## config.mk

```make
export PLATFORM = sky130hd
export DESIGN_NAME = ex_mem_flag_stage
export DESIGN_NICKNAME = d
export VERILOG_FILES = /design/src/rtl/ex_mem_flag_stage.sv
export SDC_FILE = /design/constraint.sdc
export NUM_CORES = 1
export LEC_CHECK = 0
export CAP_MARGIN = 20
export CORE_MARGIN = 2
export CORE_UTILIZATION = 40
export DETAILED_ROUTE_END_ITERATION = 12
export PLACE_DENSITY = 0.91
export SLEW_MARGIN = 20
export SYNTH_ARGS = -nofsm -noshare
export SYNTH_HDL_FRONTEND = slang
export SYNTH_SLANG_ARGS = --single-unit
```

## constraint.sdc

```tcl
create_clock -name clk -period 2.5 [get_ports clk]
set_input_delay 0.5 -clock clk [delete_from_list [all_inputs] [get_ports clk]]
set_output_delay 0.5 -clock clk [all_outputs]
set_load 0.02 [all_outputs]
```

## src/rtl/ex_mem_flag_stage.sv

```systemverilog
// Execute-to-memory register holding the ALU result and the architectural C/Z flags, with conditional-execute resolution.
// Latency: 1 cycle from ALU output to out_*; flags update on the same edge as the capture.
// Backpressure: stall holds every register and ignores the inputs; flush beats stall and leaves a bubble.
// Optional feature: define CANCEL_CNT_EN to add the saturating cancel_count output.
module ex_mem_flag_stage #(
    parameter int WIDTH   = 16,
    parameter int RADDR_W = 3
) (
    input  logic               clk,
    input  logic               rst_n,
    input  logic               in_valid,
    input  logic               stall,
    input  logic               flush,
    input  logic [WIDTH-1:0]   alu_result,
    input  logic               alu_carry,
    input  logic               alu_zero,
    input  logic [1:0]         flag_ctl,
    input  logic [1:0]         cond,
    input  logic [RADDR_W-1:0] rd,
    input  logic               reg_wr,
    output logic               out_valid,
    output logic [WIDTH-1:0]   out_result,
    output logic [RADDR_W-1:0] out_rd,
    output logic               out_reg_wr,
    output logic               out_cancelled,
    output logic               carry_flag,
    output logic               zero_flag
`ifdef CANCEL_CNT_EN
    ,
    output logic [15:0]        cancel_count
`endif
);

    localparam logic [1:0] COND_ALWAYS = 2'b00;
    localparam logic [1:0] COND_IF_C   = 2'b01;
    localparam logic [1:0] COND_IF_Z   = 2'b10;

    logic capture;
    logic exec;
    logic upd_c;
    logic upd_z;

    // Condition reads the registered flags, so a dependent instruction right
    // behind a flag-setter sees the new value without a bubble.
    always_comb begin
        exec = 1'b0;
        case (cond)
            COND_ALWAYS: exec = 1'b1;
            COND_IF_C:   exec = carry_flag;
            COND_IF_Z:   exec = zero_flag;
            default:     exec = 1'b0;
        endcase
    end

    assign capture = in_valid & ~stall & ~flush;
    assign upd_c   = capture & exec & flag_ctl[1];
    assign upd_z   = capture & exec & flag_ctl[0];

    always_ff @(posedge clk or negedge rst_n) begin
        if (!rst_n) begin
            out_valid     <= 1'b0;
            out_result    <= '0;
            out_rd        <= '0;
            out_reg_wr    <= 1'b0;
            out_cancelled <= 1'b0;
        end else if (flush) begin
            out_valid     <= 1'b0;
            out_reg_wr    <= 1'b0;
            out_cancelled <= 1'b0;
        end else if (!stall) begin
            if (in_valid) begin
                out_valid  <= 1'b1;
                out_result <= alu_result;
                out_rd     <= rd;
                if (exec) begin
                    out_reg_wr    <= reg_wr;
                    out_cancelled <= 1'b0;
                end else begin
                    out_reg_wr    <= 1'b0;
                    out_cancelled <= 1'b1;
                end
            end else begin
                out_valid     <= 1'b0;
                out_reg_wr    <= 1'b0;
                out_cancelled <= 1'b0;
            end
        end
    end

    // Only a qualified update lets alu_carry/alu_zero through, keeping an
    // undriven ALU flag output out of the architectural state.
    always_ff @(posedge clk or negedge rst_n) begin
        if (!rst_n) begin
            carry_flag <= 1'b0;
            zero_flag  <= 1'b0;
        end else begin
            if (upd_c) begin
                carry_flag <= alu_carry;
            end
            if (upd_z) begin
                zero_flag <= alu_zero;
            end
        end
    end

`ifdef CANCEL_CNT_EN
    always_ff @(posedge clk or negedge rst_n) begin
        if (!rst_n) begin
            cancel_count <= 16'h0000;
        end else if (capture && !exec && (cancel_count != 16'hFFFF)) begin
            cancel_count <= cancel_count + 16'd1;
        end
    end
`endif

endmodule

```

Word-level counts from Yosys, hierarchy flattened
Index checks and enable logic that the tools add are counted.

word-level totals
  bits in registers = 24
  output and inout bits = 24

cells by class
  eq/ne operators = 3
  mux-type cells = 12
  reductions and logical operators = 2
  bitwise logic cells = 7

operator list
  operator            number
  $mux 1              11
  $and 1x1->1         5
  $pmux 1 s3          1
  $reduce_and 3->1    1
  $eq 2x1->1 const B  1
  $eq 2x2->1 const B  1
  $logic_not 2->1     1
  $ne 2x1->1 const B  1
  $not 1->1           2

Longest topological paths before layout
Gate-level depths: netlist of run 1.

  word-level depth = 6
  gate-level depth with buffers = 3

Worst setup path before layout of run 1
OpenSTA, ideal clock, no wires.

  path type = in2reg
  start point = input port flush
  end point = register carry_flag
  buffers on the path = 0
  cell stages on the path = 3
  arrival = 1.456 ns
  data required time = 2.372 ns
  setup slack = 0.916 ns
  path through = or3b_4 a2111oi_4 mux2_1

between the ends
  longest elaborated chain between the ends = 4

RTL lines
  what                        line  text
  from (decl)                 13    input logic flush,
  $not 1->1 (no source line)  -
  $and 1x1->1                 55    assign capture = in_valid & ~stall & ~flush;
  $and 1x1->1 (2 in a row)    56    assign upd_c = capture & exec & flag_ctl[1];
  to (signal assigned)        98    carry_flag <= alu_carry;
  to (decl)                   26    output logic carry_flag,

No other way between the ends.
A chain may end at the register's enable or synchronous reset.

Final worst setup path of run 1
Ends and elaborated chain as after synthesis.

==> metrics.yaml, run 1 <==
status: "completed"
nNetsFinal: 153
antenna_cells: 0
p_per_area_nw_per_um2: 721
cts_hold_buf: 0
tritoncts: "done"
numCtsBuffers: 3
start_kind: "input pin"
rows: 18
htree_levels: 1
ys_seq_area_share_pct: 60.4
via_per_inst: 4.83
async_flop_share_pct: 100
grt_pass1_vias: 857
slowest_stage: "or3b_4"
cts_buffer_depth: 2
max_stage_delay_ns: 0.53
nFillCells: 174
layout-drive-gt1-share_pct: 23.1
cts_sinks: 24
finalHoldViolCount: 0
synth_edf_count: 0
wl_microns: 2330
end_kind: "flop"
grt_first_pass_wirelength_microns: 3690
worstMarginPinSlew_ns: 0.418
place_inst: 147
drv_slew: 0
synth.top_cell.area_share_pct: 60.4
cp_max_fo: 13
clkTransAtPathRegs_ns: 0.13
worstPathArrival_ns: 2.08
multi_input_area_sq_um: 364
path_cells: "clkdlybuf4s50_1 > or3b_4 > a2111oi_4 > mux2_1"
dieArea_sq_um: 2900
die_y_microns: 53.9
wl_met2_microns: 1310
drt_drc_violations_left: 0
synth_area_sq_um: 995
io-pin-count: 55
seqCellArea_sq_um: 601
wl_met3_microns: 133
clockRootBuffer: "clkbuf_4"
drv_cap: 0
synth_seq_cells: 24
synth_nets: 94
synth_ff_type: "dfrtp_1"
hold_class: "reg2reg"
yosysWarnings: 0
r2r_slack_ns: 1.11
firstDrtPassIters: 2
die_w_microns: 53.9
antenna_found_initial: 0
track_usage_pct: 18.3
fmax_mhz: 532
finClkSkew_ns: 0.00233
synthCells: 63
fin_cells: 151
fin_area_sq_um: 1620
final-setup-viol-count: 0
setup_tns_ns: 0
synth_area_leaders: "dfrtp_1, mux2_2, a2111oi_4, buf_6, mux2_1"
postLayoutCoreUtil_pct: 67.1
path_class: "in2reg"
grt_start_max_net_pins: 25
synth.avg_cell_area_sq_um: 15.8
min_period_ns: 1.88
place_hpwl_microns: 1870
yosys-top-cells-count: "dfrtp_1, mux2_2"
cts_setup_buffers: 0
rsz0062_at_grt: "false"
drt-initial-drc-count: 1
clock_latency_ns: 0.31
timing.final.ws_setup_ns: 0.622
synth_cell_types: 14
gp_congestion: 0.634
ant_nets: 0
initial_utilization_pct: 41.3
dr.max_layer_used: "met4"
p_leak_nw: 0.664
power.total_mw: 1.17
overflow: 0
ctsResizeCount: 0
core_sq_um: 2410
wl_met1_microns: 861
place_area_sq_um: 1570
holdWs_ns: 0.522
place_ws_ns: 0.276
post_drt_wl_per_cell_microns: 15.4
relSlewSlack_pct: 72.1
fin_crit_sh_pct: 75.1
num_vias: 729
synth.most_common_cell: "dfrtp_1"
io_buffer_count: 54
path_delay_family: "simple AND/OR/NAND/NOR gates"
areaGrowthSynthToFinish_pct: 62.6
cp_num_buf_inv: 1
synth_area_leader_cell: "dfrtp_1"
vdd_ir_drop_max_v: 0.000639
required_ns: 2.70
placed cells by master, fill, tap and decap left out, drive strengths merged:
cell type and instances:
clkbuf 3, clkdlybuf4s50 54, nand2 2, nand2b 2, o21ai 1, buf 2, nor2b 2, dfrtp 24
mux2 21, a2111oi 2, bufinv 1, or3b 1, inv 2, a32o 1, nor2 1, a21oi 2
layout make-up:
class	instances	share of cell area (%)
Clock buffer	3	1.39
Clock inverter	1	1.86
Inverter	2	0.464
Multi-Input combinational cell	35	22.5
Sequential cell	24	37.1
Tap cell	30	2.32
Timing Repair Buffer	56	34.3
where the power goes:
| part | total [mW] | leakage [nW] | switching [mW] | internal [mW] |
|---|---|---|---|---|
| logic | 0.390 | 0.345 | 0.175 | 0.216 |
| clock network | 0.276 | 0.0279 | 0.114 | 0.162 |
| registers | 0.499 | 0.291 | 0.0422 | 0.457 |
path summary, 6_finish.rpt:
| path | from | endpoint | depth (start not counted) |
|---|---|---|---|
| worst max register to register | zero_flag$_DFFE_PN0P_ | carry_flag$_DFFE_PN0P_ | 3 |
| min in group asynchronous | rst_n | out_result[2]$_DFFE_PN0N_ | 2 |
| max in group asynchronous | rst_n | out_rd[2]$_DFFE_PN0N_ | 2 |
| worst max-delay path | flush | carry_flag$_DFFE_PN0P_ | 4 |
| worst min register to register | out_cancelled$_DFFE_PN0P_ | out_cancelled$_DFFE_PN0P_ | 2 |
| worst min-delay path | out_cancelled$_DFFE_PN0P_ | out_cancelled$_DFFE_PN0P_ | 2 |
state kept, by name (all words and copies together) (netlist names):
register       flops
carry_flag         1
out_cancelled      1
out_rd             3
out_reg_wr         1
out_result        16
out_valid          1
zero_flag          1
routing by layer:
layer	GRT usage, %	up-vias
met5	0	-
met4	7.69	0
met3	4.72	4
met2	34.8	31
met1	18.4	356
li1	-	338
logic make-up after synthesis:
| kind of cell | synth area share (%) |
|---|---|
| flops | 60.4 |
| simple gates | 4.78 |
| buf+inv | 3.02 |
| mux | 23.8 |
| compound gates | 8.05 |
worst reg2reg max path, cell delays in order (launching register included):
cell and delay, ns:
dfrtp_1 0.39, nand2b_1 0.16, a2111oi_4 0.38, mux2_1 0.36
Note: power is estimated with default switching activity, not from simulation.
==> run 2: changes to the inputs <==
Settings changed: CORE_UTILIZATION 40 to 34, PLACE_DENSITY 0.91 to 0.83.
Clock period 2.5 ns to 1.7 ns, I/O delays scaled along.
==> run 2 against run 1 <==
Against the previous run:
- sequential cell count unchanged
- first-iteration DRC count increased to 14 times the previous value
- global-route usage decreased by 3.7 points
- total power increased by 31%
- critical path depth unchanged
- count of clock-buffer cells in the layout unchanged
- die area increased by 16%
- final area increased by 0.39%
- combinational power increased by 48%
- via count increased by 1.5%
- sequential power increased by 45%
- largest power group unchanged
==> metrics.yaml, run 2 (synthesis results as in run 1) <==
largestRegisters: "out_result (16), out_rd (3)"  # unchanged
worstMarginPinSlew_ns: 0.424  # was 0.418 ns
status: "completed"  # unchanged
fin_cells: 155  # was 151
drt-initial-drc-count: 14  # was 1
antenna_found_initial: 0  # unchanged
seqCellArea_sq_um: 601  # unchanged
clockRootBuffer: "clkbuf_4"  # unchanged
drv_cap: 0  # unchanged
cp_max_fo: 4  # was 13
finClkSkew_ns: 0.00635  # was 0.00233 ns
setup_tns_ns: 0  # unchanged
initial_utilization_pct: 36.1  # was 41.3%
place_inst: 152  # was 147
path_class: "in2reg"  # unchanged
nFillCells: 238  # was 174
io-pin-count: 55  # unchanged
r2r-end: "carry_flag$_DFFE_PN0P_"  # unchanged
relSlewSlack_pct: 71.7  # was 72.1%
fmax_mhz: 609
cts_sinks: 24  # unchanged
numCtsBuffers: 3  # unchanged
grt_start_max_net_pins: 25  # unchanged
grt_pass1_vias: 795  # was 857
die_y_microns: 58.1  # was 53.9 microns
drt_drc_violations_left: 0  # unchanged
fin_area_sq_um: 1620  # about the same
largest_reg_flops: 16  # unchanged
postLayoutCoreUtil_pct: 58.9  # was 67.1%
switchingPower_mw: 0.455  # was 0.331 mW
netSwitchingFraction_pct: 29.7  # was 28.4%
htree_levels: 1  # unchanged
seqPwrFrac_pct: 47.4  # was 42.8%
worstPathArrival_ns: 1.83  # was 2.08 ns
tritoncts: "done"  # unchanged
r2r-start: "zero_flag$_DFFE_PN0P_"  # unchanged
dieArea_sq_um: 3370  # was 2900 sq um
min_period_ns: 1.64
io_buffer_count: 54  # unchanged
vdd_ir_drop_max_v: 0.000749  # was 0.000639 V
wl_microns: 2260  # was 2330 microns
post_drt_wl_per_cell_microns: 14.5  # was 15.4 microns
core_sq_um: 2760  # was 2410 sq um
max_stage_delay_ns: 0.48  # was 0.53 ns
via_per_inst: 4.77  # was 4.83
track_usage_pct: 14.5  # was 18.3%
slowest_stage: "clkdlybuf4s50_1"  # was or3b_4
num_vias: 740  # was 729
end_kind: "flop"  # unchanged
r2r_cells: 3  # unchanged
holdWs_ns: 0.382  # was 0.522 ns
die_w_microns: 58.1  # was 53.9 microns
required_ns: 1.89  # was 2.70 ns
layout_commonest_cell: "clkdlybuf4s50_1"  # unchanged
layout-drive-gt1-share_pct: 25.0  # was 23.1%
path_cells: "clkdlybuf4s50_1 > or3b_4 > a2111oi_4 > mux2_1"  # unchanged
clkTransAtPathRegs_ns: 0.12  # was 0.13 ns
antenna_cells: 0  # unchanged
overflow: 0  # unchanged
grt_first_pass_wirelength_microns: 3620  # was 3690 microns
fin_crit_sh_pct: 96.6
rows: 19  # was 18
cp_num_buf_inv: 1  # unchanged
drv_slew: 0  # unchanged
gp_congestion: 0.786  # was 0.634
p_comb_share_pct: 37.7  # was 33.5%
clock_latency_ns: 0.30  # was 0.31 ns
r2r_slack_ns: 0.29  # was 1.11 ns
internal_power_mw: 1.08  # was 0.835 mW
p_per_area_nw_per_um2: 943  # was 721 nW/um^2
p_leak_nw: 0.690  # was 0.664 nW
final-setup-viol-count: 0  # unchanged
p_clk_share_pct: 15.0  # was 23.7%
place_area_sq_um: 1600  # was 1570 sq um
path_delay_family: "buffers and inverters"  # was simple AND/OR/NAND/NOR gates
most-common-layout-cells: "clkdlybuf4s50_1, dfrtp_1, mux2_2, buf_4, clkbuf_4"  # was clkdlybuf4s50_1, dfrtp_1, mux2_2, clkbuf_4
multi_input_area_sq_um: 364  # unchanged
hold_class: "in2async"  # was reg2reg
top_register: "out_result"  # unchanged
cts_buffer_depth: 2  # unchanged
areaGrowthSynthToFinish_pct: 63.3  # was 62.6%
finalHoldViolCount: 0  # unchanged
cts_hold_buf: 0  # unchanged
nNetsFinal: 157  # was 153
rsz0062_at_grt: "false"  # unchanged
start_kind: "input pin"  # unchanged
ant_nets: 0  # unchanged
firstDrtPassIters: 3  # was 2
run 2: cell types whose count changed in the layout (fill, tap and decap cells not counted), sizes merged:
cell | before | now
bufinv | 1 | 0
clkdlybuf4s50 | 54 | 52
dlymetal6s2s | 0 | 2
buf | 2 | 6
run 2: per-stage QoR:
step                total power [mW]  worst slack, ns
floorplan                      0.990            0.250
global placement                1.30           -0.203
detailed placement              1.33           -0.263
CTS                             1.56           0.0399
global route                    1.62           0.0138
finish                          1.53           0.0584
run 2: area by class of cell:
type	count	area share, %
tap	31	2.39
inverter	2	0.462
sequential	24	37.0
multi-input combinational	35	22.4
clock buffer	3	1.39
timing repair buffer	60	36.4
run 2: timing repair:
action                                  CTS  global route
resized for setup                         0             2
setup buffers                             0             0
endpoints found under the setup margin    0             2
run 2: layer usage:
metal / GRT usage [%] / wire, microns / up-vias
met5: 0 / 0 / -
met4: 6.98 / 17 / 0
met3: 3.35 / 159 / 2
met2: 25.0 / 1180 / 31
met1: 17.0 / 894 / 358
li1: - / - / 349
run 2: power by group through the flow:
stage	logic (mW)	clock network [mW]	registers [mW]
after floorplan	0.128	0	0.862
after global placement	0.572	0	0.729
after detailed placement	0.587	0	0.740
after CTS	0.589	0.247	0.728
after global routing	0.611	0.269	0.739
final	0.577	0.229	0.726
run 2: worst max-delay path by stage:
stage               cells past startpoint                     end                  start  slack (ns)
finish                                  4  carry_flag$_DFFE_PN0P_               in_valid        0.06
global route                            4  carry_flag$_DFFE_PN0P_               in_valid        0.01
CTS                                     1               out_rd[2]  out_rd[2]$_DFFE_PN0N_        0.04
detailed placement                      4  carry_flag$_DFFE_PN0P_               in_valid       -0.26
global placement                        4  carry_flag$_DFFE_PN0P_               in_valid       -0.20
floorplan                               3  carry_flag$_DFFE_PN0P_  zero_flag$_DFFE_PN0P_        0.25
run 2: worst register-to-register path: stages, from the launching register on:
cell and delay, ns:
dfrtp_1 0.39, nand2b_1 0.17, a2111oi_4 0.40, mux2_1 0.35
